<file path="src/rtl/demux_4x_nbit.sv">
// Registered 1-to-4 demultiplexer: each of four channels holds one word until its consumer takes it.
// Build macro DEMUX_ROUND_ROBIN_EN: the target channel comes from an internal rotating pointer instead of in_sel.
module demux_4x_nbit #(
  parameter int BUS_WIDTH = 8
) (
  input  logic                 clk,
  input  logic                 rst_n,
  input  logic [BUS_WIDTH-1:0] in_data,
  input  logic [1:0]           in_sel,
  input  logic                 in_valid,
  output logic                 in_ready,
  output logic [BUS_WIDTH-1:0] out_a,
  output logic [BUS_WIDTH-1:0] out_b,
  output logic [BUS_WIDTH-1:0] out_c,
  output logic [BUS_WIDTH-1:0] out_d,
  output logic [3:0]           out_valid,
  input  logic [3:0]           out_ready,
  output logic                 busy
);

  logic [1:0]           tgt;
  logic                 accept;
  logic [BUS_WIDTH-1:0] data_q [4];
  logic [BUS_WIDTH-1:0] data_d [4];
  logic [3:0]           valid_q;
  logic [3:0]           valid_d;
  logic [3:0]           load;
  logic [3:0]           drain;

`ifdef DEMUX_ROUND_ROBIN_EN
  logic [1:0] rr_ptr_q;
  logic [1:0] rr_ptr_d;
  logic       unused_sel;

  assign unused_sel = ^in_sel;
  assign tgt        = rr_ptr_q;

  // Pointer advances only on an accepted word, so a full target stalls everything.
  always_comb begin
    rr_ptr_d = rr_ptr_q;
    if (accept) begin
      rr_ptr_d = rr_ptr_q + 2'd1;
    end
  end

  always_ff @(posedge clk or negedge rst_n) begin
    if (!rst_n) begin
      rr_ptr_q <= 2'd0;
    end else begin
      rr_ptr_q <= rr_ptr_d;
    end
  end
`else
  assign tgt = in_sel;
`endif

  // A full target can still accept when its consumer drains in the same cycle.
  assign in_ready = ~valid_q[tgt] | out_ready[tgt];
  assign accept   = in_valid & in_ready;

  genvar gi;
  generate
    for (gi = 0; gi < 4; gi++) begin : g_chan
      assign load[gi]    = accept & (tgt == 2'(gi));
      assign drain[gi]   = valid_q[gi] & out_ready[gi];
      assign valid_d[gi] = load[gi] | (valid_q[gi] & ~drain[gi]);
      assign data_d[gi]  = load[gi] ? in_data : data_q[gi];

      always_ff @(posedge clk or negedge rst_n) begin
        if (!rst_n) begin
          data_q[gi] <= '0;
        end else begin
          data_q[gi] <= data_d[gi];
        end
      end
    end
  endgenerate

  always_ff @(posedge clk or negedge rst_n) begin
    if (!rst_n) begin
      valid_q <= 4'b0000;
    end else begin
      valid_q <= valid_d;
    end
  end

  assign out_a     = data_q[0];
  assign out_b     = data_q[1];
  assign out_c     = data_q[2];
  assign out_d     = data_q[3];
  assign out_valid = valid_q;
  assign busy      = |valid_q;

endmodule

</file>
<file path="config.mk">
export PLATFORM = sky130hd
export DESIGN_NAME = demux_4x_nbit
export DESIGN_NICKNAME = d
export VERILOG_FILES = /design/src/rtl/demux_4x_nbit.sv
export SDC_FILE = /design/constraint.sdc
export NUM_CORES = 1
export LEC_CHECK = 0
export CORE_UTILIZATION = 40
export DETAILED_ROUTE_END_ITERATION = 7
export HOLD_SLACK_MARGIN = 0.06
export MAX_ROUTING_LAYER = met4
export PLACE_DENSITY = 0.71
export SLEW_MARGIN = 0
export SYNTH_ARGS = -nofsm -noshare
export SYNTH_HDL_FRONTEND = slang
export SYNTH_SLANG_ARGS = --single-unit
export TNS_END_PERCENT = 1
</file>
<file path="constraint.sdc">
create_clock -name clk -period 3.8 [get_ports clk]
set_input_delay 1.14 -clock clk [delete_from_list [all_inputs] [get_ports clk]]
set_output_delay 1.14 -clock clk [all_outputs]
set_load 0.01 [all_outputs]
</file>
# After elaboration in Yosys (flattened, before gate mapping)
# Index checks and enable logic that the tools add are counted.
# word_totals
output_inout_bits	38
register_bits	36
elab_cells	38
inputBits	17
# classes
n_reduce_logical	2
mux	4
order_cmp	1
n_eq_ne	3
bitwise	23
# op_table
cell	n
$and 1x1->1	13
$not 1->1	5
$or 1x1->1	5
$bmux 1 s2	2
$eq 2x2->1 const B	2
$reduce_or 4->1	1
$lt 2x3->1 const B	1
$eq 2x1->1 const B	1
$logic_not 2->1	1
$mux 1	2

# Longest topological paths before layout
# Gate-level depths: netlist of run 1.
# logic_depth
ltp_word	7
mapped_depth	5
mapped_depth_nobuf	3

# Worst setup path after synthesis of run 1
# Ideal clock, no wire load.
# synth_path
path_kind	input-to-output
start	input in_sel[1]
end	output in_ready
arrival_time_ps	1836
required_time_ps	2660
path_buffers	1
path_slack_ps	824
path_stages	2
path_cell_list	buf_2 mux4_2
# synth_between
elab_chain_len	4
elab_cells_between_ends	6
cone_classes	mux (4); bitwise (2)
# synth_lines
element	line_no	rtl
from (decl)	9	input logic [1:0] in_sel,
$bmux 1 s2	58	assign in_ready = ~valid_q[tgt] | out_ready[tgt];
$mux 1 (not written as such)	58	
$not 1->1	58	
$or 1x1->1 *	58	
to (decl)	11	output logic in_ready,
# Every way passes the cells marked *; elsewhere a longest branch is shown, timed or not. The select of a mux whose other input is x is not followed.

# Final worst setup path of run 1
# layout_path
start	input out_ready[3]
end	output in_ready
# layout_between
elab_chain_len	3
# layout_lines
element	line_no	rtl
from (decl)	17	input logic [3:0] out_ready,
$bmux 1 s2	58	
$mux 1 (not written as such)	58	
$or 1x1->1	58	
# Every way passes these cells. The select of a mux whose other input is x is not followed.

==> flow_metrics.py, run 1 <==
metrics = {
    "floorplan": {
        "ios": 55,
        "num_rows": 21,
        "die_area_um2": 3763,
        "die_w_um": 61.35,
        "initial_core_util_pct": 41.89,
        "core_um2": 3363,
        "die-height_um": 61.35,
    },
    "finish": {
        "area_growth_pct": 49.82,
        "layout-drive-gt1-share_pct": 32.47,
        "antenna_cells": 0,
        "final_area_um2": 2111,
        "finalNonFillerCells": 200,
        "nFillCells": 302,
        "nets": 170,
    },
    "power": {
        "clkPwrFrac_pct": 24.7,
        "pwr-share-seq_pct": 45.8,
        "p_sw_share_pct": 25.88,
        "vdd_drop_max_v": 0.0003104,
        "p_sw_uw": 279.8,
        "power_frac_comb_pct": 29.5,
        "power_leakage_uw": 0.0008891,
        "power_density_nw_per_um2": 512.2,
        "power.internal_uw": 801.4,
    },
    "clock_tree": {
        "cts_setup_buffers": 0,
        "clockRootBuffer": "clkbuf_4",
        "htree_levels": 2,
        "clockBufferDepth": 2,
        "cts_buffers": 5,
        "insertion_delay_ns": 0.34,
        "numClockSinks": 36,
        "tritoncts": "done",
        "clk_pin_slew_worst_paths_ns": 0.10,
    },
    "drt": {
        "drt-total-wl_mm": 2.983,
        "viasPerCell": 4.790,
        "drt-initial-drc-count": 28,
        "drc": 0,
        "vias": 958,
        "antenna_left": 0,
        "wl_per_cell_um": 14.92,
        "firstDrtPassIters": 4,
    },
    "synth": {
        "synth_top_area_cell": "dfrtp_1",
        "ys_seq_area_share_pct": 63.94,
        "synth_ff_type": "dfrtp_1",
        "yosys-top-cells-area": "dfrtp_1, mux2_2, nand2b_1",
        "ys_warn_count": 0,
        "avgSynthCellArea_um2": 15.83,
        "synthCells": 89,
        "netlist_area_um2": 1409,
        "ys_ff_latch": 36,
        "yosysMostFrequentCell": "dfrtp_1",
        "netlist_top_cells_count": "dfrtp_1, mux2_2, nand2_1",
        "yosys.area.top_type_share_pct": 63.94,
        "async_flop_share_pct": 100.0,
        "synthDistinctLibCells": 13,
        "syn_nets": 106,
        "synth-edff-count": 0,
    },
    "setup_path": {
        "rrSetupSlack_ns": 2.21,
        "cp_cell_sequence": "clkdlybuf4s50_1 > nand2b_1 > mux4_2 > dlygate4sd2_1",
        "critical_path.max_fanout": 2,
        "path_delay_family": "buffers and inverters",
        "cp.required_ns": 2.66,
        "worstPathArrival_ns": 2.46,
        "r2r_cells": 4,
        "cp_slowest_stage_delay_ns": 0.47,
        "path_class": "in -> out",
        "startpoint_type": "input port",
        "end_kind": "primary output",
        "critPathSlowestCell": "mux4_2",
        "cp.depth": 4,
        "critPathBufInv": 2,
    },
    "hold_path": {
        "worstHoldPathCells": 1,
        "hp-class": "reg -> reg",
    },
    "sta": {
        "setup_tns_ns": 0,
        "finalCritPeriodShare_pct": 94.82,
        "fmax_mhz": 277.5,
        "hold_viol": 0,
        "setup_viol": 0,
        "hold-worst-slack_ns": 0.5104,
        "finClkSkew_ns": 0.01213,
        "tightest_slew_ns": 0.7914,
        "worst_slack_ns": 0.1968,
        "slew-limit-headroom_pct": 47.24,
        "period_minus_slack_ns": 3.603,
        "report.final.slew_viol_count": 0,
        "rsz0062_at_grt": "no",
    },
    "global_routing": {
        "grt.overflow.total": 0,
        "grt_pass1_wl_mm": 4.595,
        "antenna_found_initial": 0,
        "grt_pass1_vias": 996,
        "grt_max_degree": 37,
        "track_usage_pct": 18.65,
    },
    "run_status": {
        "status": "complete, no violations",
    },
    "run": {
        "cap_violations": 0,
    },
    "placement": {
        "place_ws_ns": -0.01151,
        "routabilityCongestion": 0.7870,
        "place_inst": 192,
        "portBuffers": 54,
        "dp_hpwl_mm": 2.101,
        "placed_cell_area_um2": 2032,
    },
}
[registers in the layout, indices dropped and copies added (netlist names)]
| signal | flops |
|---|---|
| out_d | 8 |
| out_c | 8 |
| out_a | 8 |
| out_valid | 4 |
| out_b | 8 |
[logic make-up after synthesis]
family / synth area share, %
flops: 63.94
mux: 27.18
simple gates: 7.460
buf+inv: 1.065
compound gates: 0.3549
[metrics by stage]
step	util [%]	total power, uW
final	62.76	1081
after global routing	62.76	1140
after CTS	62.76	1096
after detailed placement	60.42	827.4
after global placement	60.42	818.8
after floorplan	-	620.8
[power by group through the flow]
stage,Clock [uW],Combinational [uW],Sequential (uW)
after detailed placement,0,323,505
final,267,319,495
after CTS,275,324,497
after global routing,290,345,505
after floorplan,0,82.6,538
after global placement,0,319,500
[placed cells by master, fill, tap and decap left out, drive strengths merged]
| cell | Yosys | routed |
|---|---|---|
| clkbuf | 0 | 5 |
| clkdlybuf4s50 | 0 | 52 |
| nand3b | 1 | 1 |
| clkinvlp | 0 | 1 |
| and3 | 1 | 1 |
| bufinv | 0 | 1 |
| o21ai | 1 | 1 |
| nand2b | 4 | 4 |
| nand2 | 5 | 5 |
| buf | 3 | 7 |
| nand3 | 1 | 1 |
| mux2 | 32 | 32 |
| nor2b | 2 | 2 |
| dfrtp | 36 | 36 |
| nor3b | 1 | 1 |
| mux4 | 1 | 1 |
| clkinv | 0 | 1 |
| dlygate4sd2 | 0 | 1 |
| or4 | 1 | 1 |
[final timing paths]
| kind | endpoint | start |
|---|---|---|
| hold / removal | out_a[3] | out_a[3] |
| hold reg to reg | out_a[3] | out_a[3] |
| min in group asynchronous | out_c[3] | rst_n |
| max in group asynchronous | out_b[2] | rst_n |
| setup / recovery | in_ready | out_ready[3] |
| setup reg to reg | out_b[2] | out_valid[1] |
[worst reg2reg max path: stages (launching register included)]
cell and delay [ns]:
dfrtp_1 0.42, nand2b_1 0.09, buf_4 0.11, nor3b_4 0.47
mux2_2 0.39
[per-layer routing]
| layer | vias up | GRT usage [%] | share of wire [%] |
|---|---|---|---|
| li1 | 443 | - | - |
| met1 | 471 | 23.94 | 46 |
| met2 | 40 | 26.24 | 44 |
| met3 | 4 | 9.454 | 9.7 |
| met4 | 0 | 4.762 | 0.91 |
| met5 | - | - | 0 |
[final cells by class]
class	instances	area, um2	share of cell area, %
sequential	36	900.9	42.68
timing repair buffer	60	579.3	27.45
multi-input combinational	50	493.0	23.36
tap	46	57.56	2.727
clock inverter	3	42.54	2.015
clock buffer	5	37.54	1.778
[timing repair]
item                       in CTS  in global routing
setup endpoints to repair       1                  0
gates resized for setup         1                  0
hold buffers                    0                  0
Note: power is estimated with default switching activity, not from simulation.
==> run 2, diff against run 1 <==
--- a/config.mk
+++ b/config.mk
@@ -14,4 +14,3 @@
 export SYNTH_ARGS = -nofsm -noshare
 export SYNTH_HDL_FRONTEND = slang
 export SYNTH_SLANG_ARGS = --single-unit
-export TNS_END_PERCENT = 1
==> results of run 2 <==
Same layout as run 1: the final DEF is identical, and so are final timing and power.
==> run 3, diff against run 2 <==
--- a/config.mk
+++ b/config.mk
@@ -9,7 +9,7 @@
 export DETAILED_ROUTE_END_ITERATION = 7
 export HOLD_SLACK_MARGIN = 0.06
 export MAX_ROUTING_LAYER = met4
-export PLACE_DENSITY = 0.71
+export PLACE_DENSITY = 0.79
 export SLEW_MARGIN = 0
 export SYNTH_ARGS = -nofsm -noshare
 export SYNTH_HDL_FRONTEND = slang
==> constraint.sdc (replaced) <==
create_clock -name clk -period 4.1 [get_ports clk]
set_input_delay 1.23 -clock clk [delete_from_list [all_inputs] [get_ports clk]]
set_output_delay 1.23 -clock clk [all_outputs]
set_load 0.01 [all_outputs]
==> flow_metrics.py, run 3 (synthesis results as in run 1) <==
metrics = {
    "clock_tree": {
        "cts_setup_buffers": 0,
        "clockBufferDepth": 2,
        "cts_buffers": 5,
        "insertion_delay_ns": 0.34,
        "cts_hold_buffers": 0,
        "ctsResizeCount": 0,
        "clockRootBuffer": "clkbuf_4",
        "tritoncts": "done",
        "clk_pin_slew_worst_paths_ns": 0.11,
        "htree_levels": 2,
        "numClockSinks": 36,
    },
    "placement": {
        "routabilityCongestion": 0.8381,
        "portBuffers": 54,
        "place_ws_ns": 0.09594,
        "dp_hpwl_mm": 2.258,
    },
    "setup_path": {
        "startpoint_type": "input port",
        "path_class": "in -> out",
        "end_kind": "primary output",
        "critical_path.max_fanout": 3,
        "worstPathArrival_ns": 2.77,
        "cp.required_ns": 2.87,
    },
    "power": {
        "power_leakage_uw": 0.0008792,
        "vdd_drop_max_v": 0.0003124,
        "power_density_nw_per_um2": 479.9,
    },
    "finish": {
        "layout_common_cells": "clkdlybuf4s50_1, dfrtp_1, mux2_2",
        "nets": 167,
        "multiInputGateArea_um2": 493.0,
        "antenna_cells": 0,
        "area_growth_pct": 48.40,
        "mostFrequentLayoutCell": "clkdlybuf4s50_1",
        "layout-drive-gt1-share_pct": 29.80,
        "nFillCells": 303,
        "regArea_um2": 900.9,
    },
    "sta": {
        "period_minus_slack_ns": 4.000,
        "finClkSkew_ns": 0.006376,
        "worst_slack_ns": 0.09996,
        "finalCritPeriodShare_pct": 97.56,
        "tightest_slew_ns": 0.5255,
        "slew-limit-headroom_pct": 64.93,
        "setup_tns_ns": 0,
        "fmax_mhz": 250.0,
        "rsz0062_at_grt": "no",
        "report.final.slew_viol_count": 0,
        "setup_viol": 0,
        "hold_viol": 0,
    },
    "drt": {
        "viasPerCell": 4.827,
        "drt-total-wl_mm": 3.071,
        "antenna_left": 0,
        "wl_per_cell_um": 15.59,
        "drc": 0,
        "drt-initial-drc-count": 16,
        "vias": 951,
        "firstDrtPassIters": 4,
    },
    "global_routing": {
        "grt_max_degree": 37,
        "grt_pass1_vias": 955,
        "antenna_found_initial": 0,
        "grt.overflow.total": 0,
        "track_usage_pct": 18.87,
        "grt_pass1_wl_mm": 4.636,
    },
    "run": {
        "cap_violations": 0,
    },
    "floorplan": {
        "die_w_um": 61.35,
        "core_um2": 3363,
        "die_area_um2": 3763,
        "die-height_um": 61.35,
        "ios": 55,
        "num_rows": 21,
        "initial_core_util_pct": 41.89,
    },
    "hold_path": {
        "hp-class": "reg -> reg",
    },
    "run_status": {
        "status": "complete, no violations",
    },
}
[run 3: cell types whose count changed in the layout (fill, tap and decap cells not counted), sizes merged]
cell,previous run,this run
buf,7,3
clkbuf,5,6
dlygate4sd2,1,0
clkdlybuf4s50,52,54
clkinvlp,1,0
[run 3: metrics by stage]
| stage | total power [uW] | std cells | hold WS, ns | util (%) | instance area, um2 |
|---|---|---|---|---|---|
| global placement | 756.4 | 189 | 0.4869 | 59.90 | 2014 |
| CTS | 1016 | 197 | 0.5199 | 62.17 | 2091 |
| floorplan | 575.4 | 89 | 0.5501 | - | 1409 |
| detailed placement | 768.8 | 189 | 0.4955 | 59.90 | 2014 |
| global route | 1057 | 197 | 0.5288 | 62.17 | 2091 |
| finish | 1003 | 197 | 0.5163 | 62.17 | 2091 |
[run 3: final cells by class]
type | instances | share of cell area (%)
multi-input combinational | 50 | 23.58
sequential | 36 | 43.09
timing repair buffer | 57 | 26.93
tap | 46 | 2.753
clock buffer | 6 | 1.975
clock inverter | 2 | 1.676
[run 3: path summary, 6_finish.rpt]
check	start	to	slack [ns]	depth (start not counted)
setup reg to reg	out_valid[3]	out_d[7]	2.53	4
setup / recovery	out_ready[0]	in_ready	0.1	4
hold / removal	out_b[2]	out_b[2]	0.52	1
hold reg to reg	out_b[2]	out_b[2]	0.52	1
min in group asynchronous	rst_n	out_a[7]	1.29	2
max in group asynchronous	rst_n	out_c[1]	2.50	2
[run 3: report_power, final]
part	total, uW	switching [uW]	leakage [uW]	internal, uW
registers	461	36.6	0.000431	424
logic	296	105	0.000406	191
clock network	247	119	0.0000422	128
total	1000	260	0.000879	743
[run 3: routing by layer]
metal | vias up | GRT usage, % | share of wire, %
met1 | 477 | 21.96 | 41
li1 | 436 | - | -
met5 | - | - | 0
met4 | 0 | 7.619 | 1.9
met2 | 31 | 29.66 | 51
met3 | 7 | 6.933 | 5.7
[run 3: worst max-delay path, stage by stage]
cell             delay (ns)
clkdlybuf4s50_1        0.39
nand2b_1               0.19
mux4_2                 0.46
clkdlybuf4s50_1        0.50
